[src/rtl/alu_lockstep_monitor.sv]
// ============================================================================
// Module   : alu_lockstep_monitor
// Purpose  : Filters lockstep ALU syndromes, confirms persistent mismatches and
//            latches a sticky fault alarm. Optional macro ALU_FMON_TIMESTAMP_EN
//            adds a cycle timestamp of the confirmed streak.
// Revision : 1.0
// ============================================================================
`default_nettype none

module alu_lockstep_monitor #(
    parameter int unsigned CONFIRM_CNT = 3,
    parameter int unsigned CNT_W       = 16,
    parameter int unsigned TS_W        = 16
) (
    input  logic             clk,
    input  logic             rst_n,
    input  logic             chk_valid,
    input  logic [7:0]       x,
    input  logic             y,
    input  logic [1:0]       ALU_Sel1,
    input  logic [1:0]       ALU_Sel2,
    input  logic             fault_clr,
    output logic             fault_alarm,
    output logic [1:0]       mon_state,
    output logic [7:0]       syn_x,
    output logic             syn_y,
    output logic [3:0]       syn_sel,
    output logic [CNT_W-1:0] mismatch_cnt,
    output logic [CNT_W-1:0] glitch_cnt,
    output logic [TS_W-1:0]  fault_ts
);

    typedef enum logic [1:0] {
        ST_OK      = 2'b00,
        ST_SUSPECT = 2'b01,
        ST_FAULT   = 2'b10
    } state_t;

    localparam logic [4:0]       c_confirm = 5'(CONFIRM_CNT);
    localparam logic [CNT_W-1:0] c_cnt_max = '1;

    state_t           r_state;
    logic [3:0]       r_streak;
    logic             r_alarm;
    logic [7:0]       r_syn_x;
    logic             r_syn_y;
    logic [3:0]       r_syn_sel;
    logic [CNT_W-1:0] r_mismatch_cnt;
    logic [CNT_W-1:0] r_glitch_cnt;

    logic             w_mismatch;
    logic [4:0]       w_streak_inc;

    assign w_mismatch   = (x != 8'h00) | y;
    assign w_streak_inc = {1'b0, r_streak} + 5'd1;

`ifdef ALU_FMON_TIMESTAMP_EN
    logic [TS_W-1:0] r_ts_cnt;
    logic [TS_W-1:0] r_fault_ts;

    // Free-running; deliberately unaffected by fault_clr.
    always_ff @(posedge clk or negedge rst_n) begin
        if (!rst_n) begin
            r_ts_cnt <= '0;
        end else begin
            r_ts_cnt <= r_ts_cnt + 1'b1;
        end
    end

    assign fault_ts = r_fault_ts;
`else
    assign fault_ts = '0;
`endif

    always_ff @(posedge clk or negedge rst_n) begin
        if (!rst_n) begin
            r_state        <= ST_OK;
            r_streak       <= 4'd0;
            r_alarm        <= 1'b0;
            r_syn_x        <= 8'h00;
            r_syn_y        <= 1'b0;
            r_syn_sel      <= 4'h0;
            r_mismatch_cnt <= '0;
            r_glitch_cnt   <= '0;
`ifdef ALU_FMON_TIMESTAMP_EN
            r_fault_ts     <= '0;
`endif
        end else if (fault_clr) begin
            // Clear wins over a coincident sample, which is dropped uncounted.
            r_state        <= ST_OK;
            r_streak       <= 4'd0;
            r_alarm        <= 1'b0;
            r_syn_x        <= 8'h00;
            r_syn_y        <= 1'b0;
            r_syn_sel      <= 4'h0;
            r_mismatch_cnt <= '0;
            r_glitch_cnt   <= '0;
`ifdef ALU_FMON_TIMESTAMP_EN
            r_fault_ts     <= '0;
`endif
        end else if (chk_valid) begin
            if (w_mismatch && (r_mismatch_cnt != c_cnt_max)) begin
                r_mismatch_cnt <= r_mismatch_cnt + 1'b1;
            end

            case (r_state)
                ST_OK: begin
                    if (w_mismatch) begin
                        r_syn_x   <= x;
                        r_syn_y   <= y;
                        r_syn_sel <= {ALU_Sel1, ALU_Sel2};
                        r_streak  <= 4'd1;
`ifdef ALU_FMON_TIMESTAMP_EN
                        r_fault_ts <= r_ts_cnt;
`endif
                        if (c_confirm == 5'd1) begin
                            r_state <= ST_FAULT;
                            r_alarm <= 1'b1;
                        end else begin
                            r_state <= ST_SUSPECT;
                        end
                    end
                end

                ST_SUSPECT: begin
                    if (w_mismatch) begin
                        r_streak <= w_streak_inc[3:0];
                        if (w_streak_inc == c_confirm) begin
                            r_state <= ST_FAULT;
                            r_alarm <= 1'b1;
                        end
                    end else begin
                        r_state  <= ST_OK;
                        r_streak <= 4'd0;
                        if (r_glitch_cnt != c_cnt_max) begin
                            r_glitch_cnt <= r_glitch_cnt + 1'b1;
                        end
                    end
                end

                ST_FAULT: begin
                    r_alarm <= 1'b1;
                end

                default: begin
                    r_state  <= ST_OK;
                    r_streak <= 4'd0;
                    r_alarm  <= 1'b0;
                end
            endcase
        end
    end

    assign fault_alarm  = r_alarm;
    assign mon_state    = r_state;
    assign syn_x        = r_syn_x;
    assign syn_y        = r_syn_y;
    assign syn_sel      = r_syn_sel;
    assign mismatch_cnt = r_mismatch_cnt;
    assign glitch_cnt   = r_glitch_cnt;

endmodule

`default_nettype wire

[config.mk]
export PLATFORM = sky130hd
export DESIGN_NAME = alu_lockstep_monitor
export DESIGN_NICKNAME = d
export VERILOG_FILES = /design/src/rtl/alu_lockstep_monitor.sv
export SDC_FILE = /design/constraint.sdc
export NUM_CORES = 1
export LEC_CHECK = 0
export BUFFER_PORTS_ARGS = -buffer_cell sky130_fd_sc_hd__buf_2
export CAP_MARGIN = 5
export CORE_MARGIN = 2
export CORE_UTILIZATION = 35
export CTS_CLUSTER_SIZE = 14
export DETAILED_ROUTE_END_ITERATION = 6
export HOLD_SLACK_MARGIN = 0.15
export PLACE_DENSITY = 0.58
export SLEW_MARGIN = 20
export SYNTH_ARGS = -nofsm -noshare
export SYNTH_HDL_FRONTEND = slang
export SYNTH_SLANG_ARGS = --single-unit
[constraint.sdc]
create_clock -name clk -period 2.2 [get_ports clk]
set_input_delay 0.22 -clock clk [delete_from_list [all_inputs] [get_ports clk]]
set_output_delay 0.22 -clock clk [all_outputs]
set_load 0.05 [all_outputs]
# Word-level counts from Yosys, hierarchy flattened
# Index checks and enable logic that the tools add are counted.
dict set report classes {
  n_reduce_logical 15
  n_eq_ne 12
  n_mux 36
  n_bitwise 1
  add_sub_neg 3
}
# op count
set ops {}
lappend ops {{$mux W16} 8}
lappend ops {{$add A16 B1 Y16 const B} 2}
lappend ops {{$mux W4} 8}
lappend ops {{$mux W8} 4}
lappend ops {{$ne A16 B16 Y1 const B} 2}
lappend ops {{$pmux W4 S3} 1}
lappend ops {{$reduce_and A4 Y1} 3}
lappend ops {{$reduce_bool A2 Y1} 6}
lappend ops {{$mux W2} 5}
lappend ops {{$ne A3 B3 Y1 const B} 3}
lappend ops {{$mux W1} 8}
lappend ops {{$reduce_bool A8 Y1} 1}
lappend ops {{$ne A2 B2 Y1 const B} 3}
lappend ops {{$pmux W2 S3} 1}
lappend ops {{$reduce_and A3 Y1} 2}
lappend ops {{$add A4 B1 Y5 const B} 1}
lappend ops {{$eq A5 B2 Y1 const B} 1}
lappend ops {{$ne A4 B4 Y1 const B} 1}
lappend ops {{$pmux W1 S3} 1}
lappend ops {{$eq A2 B1 Y1 const B} 1}
lappend ops {{$eq A2 B2 Y1 const B} 1}
lappend ops {{$logic_not A2 Y1} 1}
lappend ops {{$reduce_and A2 Y1} 1}
lappend ops {{$logic_and A1 B1 Y1} 1}
lappend ops {{$or A1 B1 Y1} 1}
dict set report totals {
  out_inout_bits 64
  register_bits 52
  wordCells 75
  inputBits 17
}

# Depth between registers and ports, before layout
dict set report logic_depth {
  word_depth 7
  depth_mapped 8
  ltp_nobuf 7
}

# Worst setup path before layout
# No wires, ideal clock.
dict set report synth_path {
  kind {flip-flop to flip-flop}
  start {register r_glitch_cnt[0] (netlist: glitch_cnt[0])}
  end {register r_glitch_cnt[3] (netlist: glitch_cnt[3])}
  t_required_ps 2068
  path_slack_ps -134
  path_stages_with_launch 7
  n_path_buf 0
  arrival_time_ps 2202
  path_cell_list {dfrtp_1 -> ha_1 -> nand4_1 -> nor4_2 -> nor4b_1 -> xnor2_1 -> nor2_1}
}
dict set report synth_between {
  elab_chain_cells 6
  word_cells_on_any_way 9
  cone_classes {add/sub (1); eq/ne (1); mux (5); reduce/logical (2)}
}
# item line_no
set synth_rtl {}
lappend synth_rtl {{start, declared} 49} ;# logic [CNT_W-1:0] r_glitch_cnt;
lappend synth_rtl {{start signal, assigned} 136} ;# r_glitch_cnt <= r_glitch_cnt + 1'b1;
lappend synth_rtl {{$add A16 B1 Y16} 136}
lappend synth_rtl {{$mux W16} 135} ;# if (r_glitch_cnt != c_cnt_max) begin
lappend synth_rtl {{$mux W16} 126} ;# if (w_mismatch) begin
lappend synth_rtl {{$mux W16} 106} ;# case (r_state)
lappend synth_rtl {{$mux W16} 101} ;# end else if (chk_valid) begin
lappend synth_rtl {{$mux W16} 88} ;# end else if (fault_clr) begin
# Several ways; a longest one is shown, not always the timed one. The select of a mux whose other input is x is not followed.
# A chain may end at the register's enable or synchronous reset.

# Worst setup path after layout
dict set report layout_path {
  start {input port x[4]}
  end {register r_streak[0]}
}
dict set report layout_between {
  elab_chain_cells 6
  word_cells_on_any_way 8
  cone_classes {eq/ne (1); mux (4); bitwise (1); reduce/logical (2)}
}
# item line_no
set layout_rtl {}
lappend layout_rtl {{start, declared} 18} ;# input logic [7:0] x,
lappend layout_rtl {{$reduce_bool A8 Y1 *} 54} ;# assign w_mismatch = (x != 8'h00) | y;
lappend layout_rtl {{$or A1 B1 Y1 *} 54}
lappend layout_rtl {{$mux W4} 126}
lappend layout_rtl {{$pmux W4 S3} 106}
lappend layout_rtl {{$mux W4} 101}
lappend layout_rtl {{$mux W4} 88}
lappend layout_rtl {{end signal, assigned} 127} ;# r_streak <= w_streak_inc[3:0];
lappend layout_rtl {{end, declared} 43} ;# logic [3:0] r_streak;
# Mark *: on every way between the ends. The rest lies on a longest branch, timed or not. The select of a mux whose other input is x is not followed.

==> impl_summary.log <==
[metrics] final core utilization: 0.4309
[metrics] most common cell after layout, fill and taps aside: sky130_fd_sc_hd__buf_2
[metrics] CP cell instances: dlygate4sd3_1 -> buf_2 -> nor3_2 -> buf_4 -> a41oi_1 -> nor2_2 -> mux2_2
[metrics] adder and majority cell fraction of the synthesized area: 0.03009
[metrics] Top-Level Pins: 81
[metrics] parity-gate share of the synthesized area counting xor and xnor cells: 0.08727
[metrics] final number of setup-violating endpoints: 0
[metrics] part of the Yosys area used for sequential elements: 0.4471
[metrics] number of global-route vias before repair: 2314
[metrics] share of power burned in registers: 0.459
[metrics] largest net degree at the start of global routing: 32
[metrics] Compound-Gate Fraction of Synth Area: 0.06664
[metrics] number of antenna violations at the first check in global routing: 0
[metrics] die height: 95.19 µm
[metrics] net switching component of the power: 817.9 µW
[metrics] library cells used by synthesis: 47
[metrics] hold slack: 0.1638 ns
[metrics] share of cells above drive strength 1: 0.2416
[metrics] Post-Synthesis Cells: 312
[metrics] Antenna diodes: 0
[metrics] leakage dissipation: 1.621 nW
[metrics] sort of element at the end of the critical path: flop
[metrics] placeable core area: 8134 µm²
[metrics] synthesized area: 2910 µm²
[metrics] commonest register cell after synthesis: sky130_fd_sc_hd__dfrtp_1
[metrics] clock tree from TritonCTS: done
[metrics] combined buffer and inverter count along the critical path: 3
[metrics] kind of launch point of the worst setup path: input pin
[metrics] net total in the final layout: 410
[metrics] proportion of total power due to net switching: 0.3521
[metrics] number of DRC markers after the initial detailed-route iteration: 65
[metrics] number of cells in the design after placement: 479
[metrics] total routed wirelength: 6.441 mm
[metrics] Min-Delay Endpoint: syn_x[3]
[metrics] first-pass iteration count of the detailed router: 4
[metrics] Worst R2R Path Depth: 6
[metrics] setup TNS: 0 ns
[metrics] final number of hold-violating endpoints: 0
[metrics] cell area after placement: 3339 µm²
[metrics] Critical Path Fanout Max: 7
[metrics] simple-gate share of the synthesized area: 0.2928
[metrics] critical setup path kind: input pin to flop
[metrics] Critical Path AT: 2.21 ns
[metrics] die area: 9060 µm²
[metrics] average vias per placed instance: 4.937
[metrics] Critical-path top delay cell: sky130_fd_sc_hd__dlygate4sd3_1
[metrics] fin area: 3505 µm²
[metrics] outcome: completed
[metrics] total vias in the final route: 2419
[metrics] number of enable flip-flop cells after synthesis: 0
[metrics] PortBufs: 64
[metrics] worst reg2reg path startpoint: glitch_cnt[0]
[metrics] Max Clock Freq: 495.8 MHz
[metrics] unrepaired setup endpoints after global routing: no
[metrics] shortest clock period the worst path allows after layout: 2.017 ns
[metrics] width of the die: 95.19 µm
[metrics] non-filler cells in the finished layout: 490
[metrics] starting utilization of the core area: 0.3578
[metrics] final critical-path share of the clock period: 0.9169
[metrics] Final Wtd Congestion: 0.8084
[metrics] proportion of power drawn by combinational gates: 0.272
[metrics] CTS clock-pin slew for the worst setup and hold paths: 0.09 ns
[metrics] flip-flop and latch count after synthesis: 52
[metrics] Reg2Reg Setup Slack: 0.23 ns
[metrics] clock sinks: 52
[metrics] overall global routing resource usage: 0.1529
[metrics] wire length per cell after detailed routing: 13.14 µm
[metrics] GRT Residual Overflow: 0
[metrics] worst relative slew slack: 0.6250
[metrics] Antenna Nets Post-Route: 0
[metrics] worst vdd rail ir drop: 406.4 µV
[metrics] power per cell area: 662.9 nW/µm²
[metrics] origin of the worst min-delay path: x[3]
[metrics] proportion of register bits with asynchronous set or reset after synthesis: 1.000
[metrics] Max-Cap Viols: 0
[metrics] estimated wirelength of the detail-placed design: 4.701 mm
[metrics] delay of the slowest critical-path stage: 0.54 ns
[metrics] instance count along the most critical hold path: 3
[metrics] cell-internal power: 1.505 mW
[metrics] dominant combinational cell family by area after synthesis: simple AND/OR/NAND/NOR gates
[metrics] Yosys warning total: 0
[metrics] Worst EP required: 2.39 ns
[metrics] first-pass GRT wire length: 11.16 mm
[metrics] clock skew after layout: 0.01455 ns
[metrics] detailed-route DRC error count: 0
[metrics] Tightest Pin Transition: 0.5626 ns
[metrics] worst min path class: input pin to flop
[metrics] reg-to-reg endpoint: glitch_cnt[14]
[metrics] clock buffers created by TritonCTS: 5
[metrics] cell family contributing the most delay on the critical path: buffers and inverters
[metrics] mux cell area share after synthesis: 0.01075
[metrics] cell at the root of the clock tree: sky130_fd_sc_hd__clkbuf_8
[metrics] share of total power in the clock network: 0.270
[metrics] maximum buffer depth of the clock tree: 2
[metrics] clock latency on the worst-skew pair: 0.30 ns
[metrics] count of pins over their slew limit: 0
[metrics] Synth Area per Inst: 9.328 µm²
[metrics] layout overhead on the synthesized area: 20.42%
[metrics] std cell rows: 33
[metrics] maximum level of the CTS H-tree: 2
[metrics] most frequent cells in the layout: sky130_fd_sc_hd__buf_2, sky130_fd_sc_hd__dfrtp_1, sky130_fd_sc_hd__nand2_1
-- cells by family after synthesis --
kind of cell,count (synthesis)
flops,52
fa+ha+maj,7
compound gates,33
xor+xnor,29
buf+inv,31
mux,3
simple gates,156
other cells,1
-- area by class of cell --
type	instances	area (µm²)
fillers	814	4629
multi-input cells	244	1504
flip-flops and latches	52	1301
repair buffers	78	450.4
well taps	105	131.4
clock buffers	5	68.82
clock inverters	1	30.03
inverters	5	18.77
-- Yosys cell counts (2+ instances only) --
cell type	count	area, µm²
sky130_fd_sc_hd__buf_4	16	120.1
sky130_fd_sc_hd__and3_1	3	18.77
sky130_fd_sc_hd__nor4b_2	2	30.03
sky130_fd_sc_hd__clkbuf_1	7	26.28
sky130_fd_sc_hd__nor4_2	3	37.54
sky130_fd_sc_hd__nor2_1	36	135.1
sky130_fd_sc_hd__o21ai_0	7	35.03
sky130_fd_sc_hd__nand2_1	41	153.9
sky130_fd_sc_hd__nor4b_1	2	17.52
sky130_fd_sc_hd__or2_2	2	12.51
sky130_fd_sc_hd__a21oi_1	17	85.08
sky130_fd_sc_hd__nand2b_1	5	31.28
sky130_fd_sc_hd__xnor2_1	21	183.9
sky130_fd_sc_hd__nand3_1	15	75.07
sky130_fd_sc_hd__nor3b_1	2	15.01
sky130_fd_sc_hd__ha_1	7	87.58
sky130_fd_sc_hd__buf_2	2	10.01
sky130_fd_sc_hd__and4_1	6	52.55
sky130_fd_sc_hd__nand4b_1	2	17.52
sky130_fd_sc_hd__xor2_1	8	70.07
sky130_fd_sc_hd__nor4_1	6	37.54
sky130_fd_sc_hd__mux2i_1	2	20.02
sky130_fd_sc_hd__inv_1	5	18.77
sky130_fd_sc_hd__a41oi_1	2	17.52
sky130_fd_sc_hd__and2_1	3	18.77
sky130_fd_sc_hd__nand4_1	11	68.82
sky130_fd_sc_hd__dfrtp_1	52	1301
sky130_fd_sc_hd__nor3_1	8	40.04
-- flip-flops by register name, indices dropped and copies added, names as in the netlist --
register and cells:
glitch_cnt 16, mismatch_cnt 16, syn_x 8, r_streak 4, syn_sel 4, mon_state 2
fault_alarm 1, syn_y 1
-- worst max-delay path by stage --
stage / startpoint / endpoint / slack, ns / cells past startpoint
final: x[4] / r_streak[0] / 0.18 / 7
after global placement: mon_state[1] / glitch_cnt[10] / 0.23 / 7
after CTS: x[4] / r_streak[0] / 0.14 / 7
after detailed placement: mon_state[1] / glitch_cnt[6] / 0.16 / 8
after global routing: mon_state[1] / glitch_cnt[6] / 0.07 / 8
after floorplan: glitch_cnt[0] / glitch_cnt[10] / -0.005 / 6
-- power by group through the flow --
stage / combinational (mW) / clock, mW / sequential (mW)
2_1_floorplan: 0.308 / 0 / 1.25
3_3_place_gp: 0.621 / 0 / 1.08
3_5_place_dp: 0.628 / 0 / 1.09
4_1_cts: 0.636 / 0.647 / 1.07
5_1_grt: 0.691 / 0.685 / 1.08
6_report: 0.631 / 0.627 / 1.07
-- routing by layer --
| layer | global-route usage | up-vias | part of all wire |
|---|---|---|---|
| met5 | 0 | - | 0 |
| met3 | 0.03004 | 7 | 0.047 |
| met1 | 0.2042 | 1153 | 0.46 |
| li1 | - | 1204 | - |
| met2 | 0.2518 | 55 | 0.48 |
| met4 | 0.04469 | 0 | 0.013 |
-- per-stage QoR --
stage	worst slack, ns	power (mW)
floorplan	-0.005300	1.562
finish	0.1829	2.323
global placement	0.2279	1.703
global route	0.06941	2.452
CTS	0.1420	2.349
detailed placement	0.1590	1.714
-- what timing repair did --
item                                   CTS  global route
endpoints found under the hold margin   25             1
hold buffers                             4             1
resized for setup                        0             3
setup endpoints to repair                0             4
buffers inserted                         0             0
-- tightest hold or removal path, cell delays in order --
cell,delay [ns]
sky130_fd_sc_hd__buf_2,0.11
sky130_fd_sc_hd__nand2_1,0.05
sky130_fd_sc_hd__a21oi_1,0.05
(Power assumes the default switching activity.)
